==> src/rtl/mux8way_rr.sv <==
// mux8way_rr: 8-to-1 round-robin merger with a single registered output stage.
// Optional MUX8WAY_STATS_EN adds xfer_count, an 8-bit output handshake counter.
module mux8way_rr #(
    parameter int WIDTH = 4
) (
    input  logic               clk,
    input  logic               rst_n,
    input  logic [8*WIDTH-1:0] in_data,
    input  logic [7:0]         in_valid,
    output logic [7:0]         in_ready,
    output logic [WIDTH-1:0]   out_data,
    output logic [2:0]         out_sel,
    output logic               out_valid,
    input  logic               out_ready
`ifdef MUX8WAY_STATS_EN
    ,
    output logic [7:0]         xfer_count
`endif
);

    logic [2:0]       ptr;
    logic [2:0]       gnt_idx;
    logic             gnt_found;
    logic [2:0]       idx;
    logic             space;
    logic             accept;
    logic [WIDTH-1:0] gnt_word;

    // The stage can take a word when it is empty or its word leaves this cycle.
    assign space  = !out_valid || out_ready;
    // The reset cycle never accepts, even when sources are already valid.
    assign accept = rst_n && space && gnt_found;

    // First valid channel at or after ptr, ascending with 7->0 wrap.
    always_comb begin
        gnt_found = 1'b0;
        gnt_idx   = 3'd0;
        idx       = 3'd0;
        for (int k = 0; k < 8; k++) begin
            idx = ptr + 3'(k);
            if (!gnt_found && in_valid[idx]) begin
                gnt_found = 1'b1;
                gnt_idx   = idx;
            end
        end
    end

    // One-hot ready to the granted channel only when the word can be taken.
    always_comb begin
        in_ready = 8'b0;
        if (accept) begin
            in_ready = 8'b1 << gnt_idx;
        end
    end

    // Word of the granted channel, taken from its packed slot.
    always_comb begin
        gnt_word = in_data[int'(gnt_idx)*WIDTH +: WIDTH];
    end

    // Output stage and pointer: accept overrides drain, stall holds everything.
    always_ff @(posedge clk) begin
        if (!rst_n) begin
            out_valid <= 1'b0;
            out_data  <= '0;
            out_sel   <= 3'd0;
            ptr       <= 3'd0;
        end else if (accept) begin
            out_valid <= 1'b1;
            out_data  <= gnt_word;
            out_sel   <= gnt_idx;
            ptr       <= gnt_idx + 3'd1;
        end else if (out_valid && out_ready) begin
            out_valid <= 1'b0;
        end
    end

`ifdef MUX8WAY_STATS_EN
    // Count every word that leaves the output stage; wraps naturally at 8 bits.
    always_ff @(posedge clk) begin
        if (!rst_n) begin
            xfer_count <= 8'd0;
        end else if (out_valid && out_ready) begin
            xfer_count <= xfer_count + 8'd1;
        end
    end
`endif

endmodule

==> config.mk <==
export PLATFORM = sky130hd
export DESIGN_NAME = mux8way_rr
export DESIGN_NICKNAME = d
export VERILOG_FILES = /design/src/rtl/mux8way_rr.sv
export SDC_FILE = /design/constraint.sdc
export NUM_CORES = 1
export LEC_CHECK = 0
export ABC_AREA = 1
export CAP_MARGIN = 20
export CORE_MARGIN = 1
export CORE_UTILIZATION = 50
export DETAILED_ROUTE_END_ITERATION = 8
export PLACE_DENSITY = 0.87
export SLEW_MARGIN = 25
export SYNTH_ARGS = -nofsm -noshare
export SYNTH_HDL_FRONTEND = slang
export SYNTH_SLANG_ARGS = --single-unit
==> constraint.sdc <==
create_clock -name clk -period 4.9 [get_ports clk]
set_input_delay 0.98 -clock clk [delete_from_list [all_inputs] [get_ports clk]]
set_output_delay 0.98 -clock clk [all_outputs]
set_load 0.02 [all_outputs]
# Yosys cells after proc, flatten, opt, wreduce, memory -nomap -nowiden

Index checks and enable logic that the tools add are counted.
Widths: inputs -> output; s select.

Memory bits (writable): 0
Bits in latches: 0
Logic and storage cells: 77
Bits in registers: 11
Output and inout bits: 16
ROM bits: 0
Memories: 0

Reduce and logical (&&, ||, !) cells: 20
Bitwise gates (word level): 0
Shifts and indexed selects: 2
Add/subtract/negate cells: 8
Equal/unequal tests: 0
Mux-type cells: 35
$mul: 0
Magnitude comparators: 8
Div/mod/pow operators: 0

Operators by type and width:

| kind                | number |
|---|---|
| $lt 3x4->1 const B  | 8 |
| $shiftx 32x6->4     | 1 |
| $bmux 1 s3          | 8 |
| $mux 3              | 8 |
| $mux 1              | 18 |
| $add 3x3->3 const B | 4 |
| $logic_and 1x1->1   | 10 |
| $logic_not 1->1     | 8 |
| $mux 8              | 1 |
| $shl 1x3->8 const A | 1 |
| $add 3x1->3 const B | 2 |
| $add 3x2->3 const B | 2 |
| $reduce_bool 2->1   | 1 |
| $logic_or 1x1->1    | 1 |

# Logic depth before layout (Yosys ltp)

Gate-level depths: netlist (run 1).

Depth in word-level cells: 26
Mapped depth: 25

# Worst setup path before layout (run 1)

Ideal clock, no wire load.

Path kind: register -> output
Start: register ptr[0]
End: output in_ready[7]
Arrival time: 2900 ps
Path buffers: 4
Setup slack: 1020 ps
Stages on the path, launching flop included: 21
Data required time: 3920 ps
Path through: dfxtp_1 buf_6 inv_4 buf_8 ha_1 buf_2 inv_1 nand3_2 nand3_2 nand2_2 nor2_4 nand4_2 nor3_4 nand3_4 nand2_4 buf_6 inv_1 nor2_1 ha_1 inv_1 nor2_1

Longest elaborated chain between the ends: 26

RTL lines:

| what                                                 | RTL line | text |
|---|---|---|
| start: declaration                                   | 21       | `logic [2:0] ptr;` |
| start signal: assignment                             | 72       | `ptr <= gnt_idx + 3'd1;` |
| branches (longest 25 deep; another with $add 3x1->3) | --       |  |
| $mux 8 (*)                                           | 51       | `if (accept) begin` |
| end: declaration                                     | 10       | `output logic [7:0] in_ready,` |

Mark *: on every way between the ends. The select of a mux whose other input is x is not followed.

# Worst setup path in the final report (run 1)

Start: input in_valid[3]
End: output in_ready[6]

Longest elaborated chain between the ends: 26

RTL lines:

| what                                             | RTL line | text |
|---|---|---|
| start: declaration                               | 9        | `input logic [7:0] in_valid,` |
| $bmux 1 s3                                       | 41       | `if (!gnt_found && in_valid[idx]) begin` |
| $mux 1 (implied by the code)                     | 41       |  |
| $mux 1                                           | 41       |  |
| $logic_not 1->1                                  | 41       |  |
| $logic_and 1x1->1                                | 41       |  |
| $mux 1                                           | 41       |  |
| $logic_not 1->1                                  | 41       |  |
| $logic_and 1x1->1                                | 41       |  |
| [10 not listed]                                  | --       |  |
| $logic_not 1->1                                  | 41       |  |
| $logic_and 1x1->1                                | 41       |  |
| $mux 1                                           | 41       |  |
| $logic_not 1->1                                  | 41       |  |
| $logic_and 1x1->1                                | 41       |  |
| $mux 3 or $mux 1 (tied branches)                 | 41       |  |
| $shl 1x3->8 or $logic_and 1x1->1 (tied branches) | 52, 32   |  |
| $mux 8 (*)                                       | 51       |  |

Every way passes the cells marked *; elsewhere a longest branch is shown, timed or not. The select of a mux whose other input is x is not followed.

==> flow_metrics.env, run 1 <==
export IMPL_status="finished clean"
export IMPL_cts_root_buf="clkbuf_4"
export IMPL_synthCells=294
export IMPL_period_needed_ns=4.76
export IMPL_grt_usage_pct=28.4
export IMPL_cap_viol_max_count=0
export IMPL_cts_max_path_buffers=2
export IMPL_finalHoldViolCount=0
export IMPL_startpoint_type="input pin"
export IMPL_crit_type="input pin to output port"
export IMPL_start_util_pct=54.2
export IMPL_antenna_cells=0
export IMPL_r2r_slack_ns=1.87
export IMPL_synth_seq_area_share_pct=12.9
export IMPL_crit_fanout=8
export IMPL_crit_arrival_ns=3.78
export IMPL_grt_overflow_total=0
export IMPL_dieWidth_um=60.5
export IMPL_finalSetupViolations=0
export IMPL_cts_tree="built"
export IMPL_drv_slew=0
export IMPL_std_cell_rows=20
export IMPL_grt_max_degree=17
export IMPL_worstMarginPinSlew_ns=0.470
export IMPL_placed_cells=394
export IMPL_setup_worst_path_start="in_valid[3]"
export IMPL_stdcell_count=401
export IMPL_finalCritPeriodShare_pct=97.2
export IMPL_final_nets=404
export IMPL_yosysWarnings=0
export IMPL_layout_drive_gt1_share_pct=18.5
export IMPL_synth_nets=340
export IMPL_cts_clk_slew_worst_paths_ns=0.06
export IMPL_antenna_found_initial=0
export IMPL_r2r_start="ptr[0]"
export IMPL_htree_levels=1
export IMPL_min_from="out_sel[0]"
export IMPL_drtAntennaViolNets=0
export IMPL_routabilityCongestion=1.01
export IMPL_use_met2_pct=48.8
export IMPL_wl_per_cell_um=12.7
export IMPL_worstRegToRegCells=18
export IMPL_synth_ff_type="dfxtp_1"
export IMPL_postLayoutCellArea_um2=2400
export IMPL_clock_skew_final_ns=0.00274
export IMPL_avgSynthCellArea_um2=5.82
export IMPL_vias=2076
export IMPL_fin_util_pct=76.0
export IMPL_syn_to_final_growth_pct=40.1
export IMPL_dieArea_um2=3660
export IMPL_fmax_mhz=210
export IMPL_drtIter0Drc=114
export IMPL_synthesis_area_um2=1710
export IMPL_viasPerCell=5.18
export IMPL_met1_usage_pct=37.0
export IMPL_drt_wl_total_mm=5.08
export IMPL_worstHoldPathCells=2
export IMPL_placed_area_um2=2320
export IMPL_ys_types=35
export IMPL_hold_path_class="register to register"
export IMPL_crit_required_ns=3.92
export IMPL_drc=0
export IMPL_worstReg2RegEnd="ptr[2]"
export IMPL_cts_hold_buf=0
export IMPL_core_area_um2=3150
export IMPL_top_usage_layer="met2"
export IMPL_dp_hpwl_mm=4.06
export IMPL_clk_latency_ns=0.28
export IMPL_met3_usage_pct=4.90
export IMPL_io_pin_count=59
export IMPL_grt_pass1_wl_mm=7.82
export IMPL_die_h_um=60.5
export IMPL_cts_buffers=3
export IMPL_dr_pass1_iters=4
export IMPL_min_to="out_sel[0]"
export IMPL_grt_pass1_vias=1797
export IMPL_ys_ff_latch=11
export IMPL_synth_edf_count=0
export IMPL_slew_headroom_pct=68.4
export IMPL_critPathCaptureType="output port"
export IMPL_io_buffers=58
export IMPL_cts_sinks=11
export IMPL_async_flop_share_pct=0
## per-stage QoR
step                setup slack, ns  hold slack (ns)  TNS, ns
detailed placement           0.0995            0.467        0
finish                        0.139            0.471        0
global route                -0.0304            0.506  -0.0304
CTS                          0.0980            0.480        0
global placement              0.151            0.457        0
floorplan                      1.02            0.537        0
## cell usage in the layout, fill, tap and decap left out, types with 2 or more instances in the layout
cell             count
a21oi_1              5
nor2_2               2
nor2_1              18
nand4_2              2
buf_4               13
inv_2                3
nand2_1            108
nand2_2             18
nor2_4               3
inv_1               25
nand3_2             11
nand2_4              4
dfxtp_1             11
clkdlybuf4s50_1     54
nand3_1             40
ha_1                 3
xor2_1               2
nand4_1              3
dlymetal6s2s_1       4
clkbuf_4             3
o21ai_0              9
nand3b_1             2
## synthesized netlist by cell type (all sizes together), types with 2 or more instances
master  count  area share [%]
a21oi       6             2.0
ha          3             2.2
nand4       5             2.6
xor2        2             1.0
o21ai      11             3.2
buf        12             5.9
nand3      52              19
nand3b      2            0.88
inv        29             6.5
xnor2       2             1.5
dfxtp      11              13
nand2     130              33
nor3        2             1.2
nor2       23             6.4
## final cells by class
type / instances / area, µm²
Fill cell: 274 / 757
Timing Repair Buffer: 71 / 688
Inverter: 30 / 115
Tap cell: 44 / 55.1
Multi-Input combinational cell: 241 / 1290
Sequential cell: 11 / 220
Clock buffer: 4 / 26.3
## logic make-up (layout without fill, tap and decap cells)
| kind of cell | Yosys count | in the layout | synth area share [%] |
|---|---|---|---|
| compound gates | 20 | 20 | 6.73 |
| xor+xnor | 4 | 4 | 2.49 |
| fa+ha+maj | 3 | 3 | 2.19 |
| buf+inv | 42 | 105 | 12.6 |
| flops | 11 | 11 | 12.9 |
| simple gates | 214 | 214 | 63.1 |
## registers in the layout (all words and copies together) (netlist names)
| signal | cells |
|---|---|
| out_data | 4 |
| out_sel | 3 |
| out_valid | 1 |
| ptr | 3 |
## worst max-delay path, cell delays in order
cell and delay (ns):
clkdlybuf4s50_1 0.49, nand2_1 0.08, nand3_1 0.12, nand2_1 0.09, nor2_1 0.18, nor2_4 0.08
nand4_2 0.12, nor3_4 0.06, nand2_1 0.12, nand3_1 0.32, a21oi_4 0.31, inv_1 0.11
nor2_1 0.12, clkdlybuf4s50_1 0.61
## timing repair
| item | in CTS | in global routing |
|---|---|---|
| endpoints found under the setup margin | 0 | 7 |
| setup buffers | 0 | 3 |
| gates resized for setup | 0 | 7 |
## routing by layer
metal	vias to the layer above	part of all wire, %
met5	-	0
met2	65	47
met1	938	45
met3	6	6.3
met4	0	0.83
li1	1067	-
## worst max path at each step
stage	to	slack, ns	cells after the start
final	in_ready[6]	0.14	14
after global routing	in_ready[6]	-0.03	15
after CTS	in_ready[1]	0.1	15
after detailed placement	in_ready[1]	0.1	15
after global placement	in_ready[1]	0.15	15
after floorplan	in_ready[7]	1.02	20
Power of run 1 is left out: the tool's default activity adds up to more than one toggle a clock period on the data nets, which glitch-free logic cannot reach.
==> inputs of run 2 (changes only) <==
Settings changed: SKIP_LAST_GASP from default to 1.
==> results of run 2 <==
No change in the layout: final DEF, timing and power equal those of run 1.
Power of run 2 is left out for the same reason.
==> inputs of run 3 (changes only) <==
Settings changed: RECOVER_POWER from default to 50.
==> flow_metrics.env, run 3 (synthesis results as in run 1) <==
export IMPL_drtAntennaViolNets=0
export IMPL_core_area_um2=3150
export IMPL_die_h_um=60.5
export IMPL_slowest_stage="clkdlybuf4s50_1"
export IMPL_io_pin_count=59
export IMPL_vias=2077
export IMPL_slowest_delay_ns=0.61
export IMPL_clock_skew_final_ns=0.00304
export IMPL_dr_pass1_iters=4
export IMPL_stdcell_count=401
export IMPL_drv_slew=0
export IMPL_final_cell_mix="nand2_1 (108), clkdlybuf4s50_1 (46), nand3_1 (40)"
export IMPL_critPathCaptureType="output port"
export IMPL_finalSetupViolations=0
export IMPL_top_regs="out_data (4), out_sel (3), ptr (3)"
export IMPL_grt_max_degree=17
export IMPL_htree_levels=1
export IMPL_cap_viol_max_count=0
export IMPL_io_buffers=58
export IMPL_fmax_mhz=210
export IMPL_crit_arrival_ns=3.78
export IMPL_crit_top_cell="nand2_1"
export IMPL_slew_headroom_pct=68.5
export IMPL_layout_drive_gt1_share_pct=18.2
export IMPL_cts_sinks=11
export IMPL_viasPerCell=5.18
export IMPL_period_needed_ns=4.76
export IMPL_largest_reg_flops=4
export IMPL_status="finished clean"
export IMPL_path_cells="clkdlybuf4s50_1 -> nand2_1 -> nand3_1 -> nand2_1 -> nor2_1 -> nor2_4 -> nand4_2 -> nor3_4 -> nand2_1 -> nand3_1 -> a21oi_4 -> inv_1 -> nor2_1 -> clkdlybuf4s50_1"
export IMPL_placed_cells=394
export IMPL_cts_buffers=3
export IMPL_routabilityCongestion=1.01
export IMPL_grt_usage_pct=28.4
export IMPL_syn_to_final_growth_pct=39.9
export IMPL_grt_overflow_total=0
export IMPL_regMostFlops="out_data"
export IMPL_finalCritPeriodShare_pct=97.1
export IMPL_crit_fanout=8
export IMPL_drt_wl_total_mm=5.07
export IMPL_dieWidth_um=60.5
export IMPL_final_nets=404
export IMPL_dieArea_um2=3660
export IMPL_crit_required_ns=3.92
export IMPL_path_buf_inv=3
export IMPL_cts_clk_slew_worst_paths_ns=0.06
export IMPL_antenna_found_initial=0
export IMPL_grt_pass1_wl_mm=7.82
export IMPL_finalHoldViolCount=0
export IMPL_worstMarginPinSlew_ns=0.469
export IMPL_path_delay_family="simple AND/OR/NAND/NOR gates"
export IMPL_cts_max_path_buffers=2
export IMPL_antenna_cells=0
export IMPL_drc=0
export IMPL_clk_latency_ns=0.28
export IMPL_crit_type="input pin to output port"
export IMPL_cts_tree="built"
export IMPL_start_util_pct=54.2
export IMPL_std_cell_rows=20
export IMPL_final_common_cell="nand2_1"
export IMPL_dp_hpwl_mm=4.06
export IMPL_drtIter0Drc=115
export IMPL_wl_per_cell_um=12.6
export IMPL_startpoint_type="input pin"
export IMPL_fin_util_pct=75.9
export IMPL_grt_pass1_vias=1797
export IMPL_hold_path_class="register to register"
export IMPL_cts_root_buf="clkbuf_4"
-- run 3: cell types whose count changed in the layout (fill, tap and decap cells not counted), sizes merged --
cell           previous run  this run
clkbuf                    4         5
dlygate4sd3               0         8
clkdlybuf4s50            54        46
buf                      13        12
-- run 3: worst paths after layout --
path	slack (ns)	endpoint	depth (start not counted)	start
worst max-delay path	0.14	in_ready[6]	14	in_valid[3]
worst max register to register	1.79	out_sel[2]	15	ptr[0]
worst min register to register	0.47	out_sel[0]	2	out_sel[0]
worst min-delay path	0.47	out_sel[0]	2	out_sel[0]
-- run 3: timing repair --
item,CTS,global route
setup buffers,0,3
hold buffers,0,0
resized for setup,0,7
endpoints found under the setup margin,0,7
hold endpoints to repair,0,0
-- run 3: area by class of cell --
cell class	count	area, µm²
multi-input cells	241	1290
clock buffers	4	26.3
inverters	30	115
repair buffers	71	684
flip-flops and latches	11	220
fillers	276	761
well taps	44	55.1
-- run 3: layer usage --
layer / vias up / global-route usage (%) / wire, µm
met1: 941 / 37.0 / 2260
met4: 0 / 6.49 / 51
met2: 63 / 48.8 / 2400
met3: 8 / 4.90 / 358
met5: - / 0 / 0
li1: 1065 / - / -
-- run 3: worst min-delay path, cell delays in order (launching register included) --
cell and delay [ns]:
dfxtp_1 0.31, nand2_1 0.06, a21oi_1 0.06
-- run 3: stage by stage --
stage | setup WS, ns | instance area, µm² | hold WS [ns] | TNS [ns]
after floorplan | 1.02 | 1710 | 0.537 | 0
after global placement | 0.151 | 2320 | 0.457 | 0
after detailed placement | 0.0995 | 2320 | 0.467 | 0
after CTS | 0.0980 | 2350 | 0.480 | 0
after global routing | -0.0302 | 2390 | 0.505 | -0.0302
final | 0.142 | 2390 | 0.469 | 0
Power of run 3 is left out for the same reason.
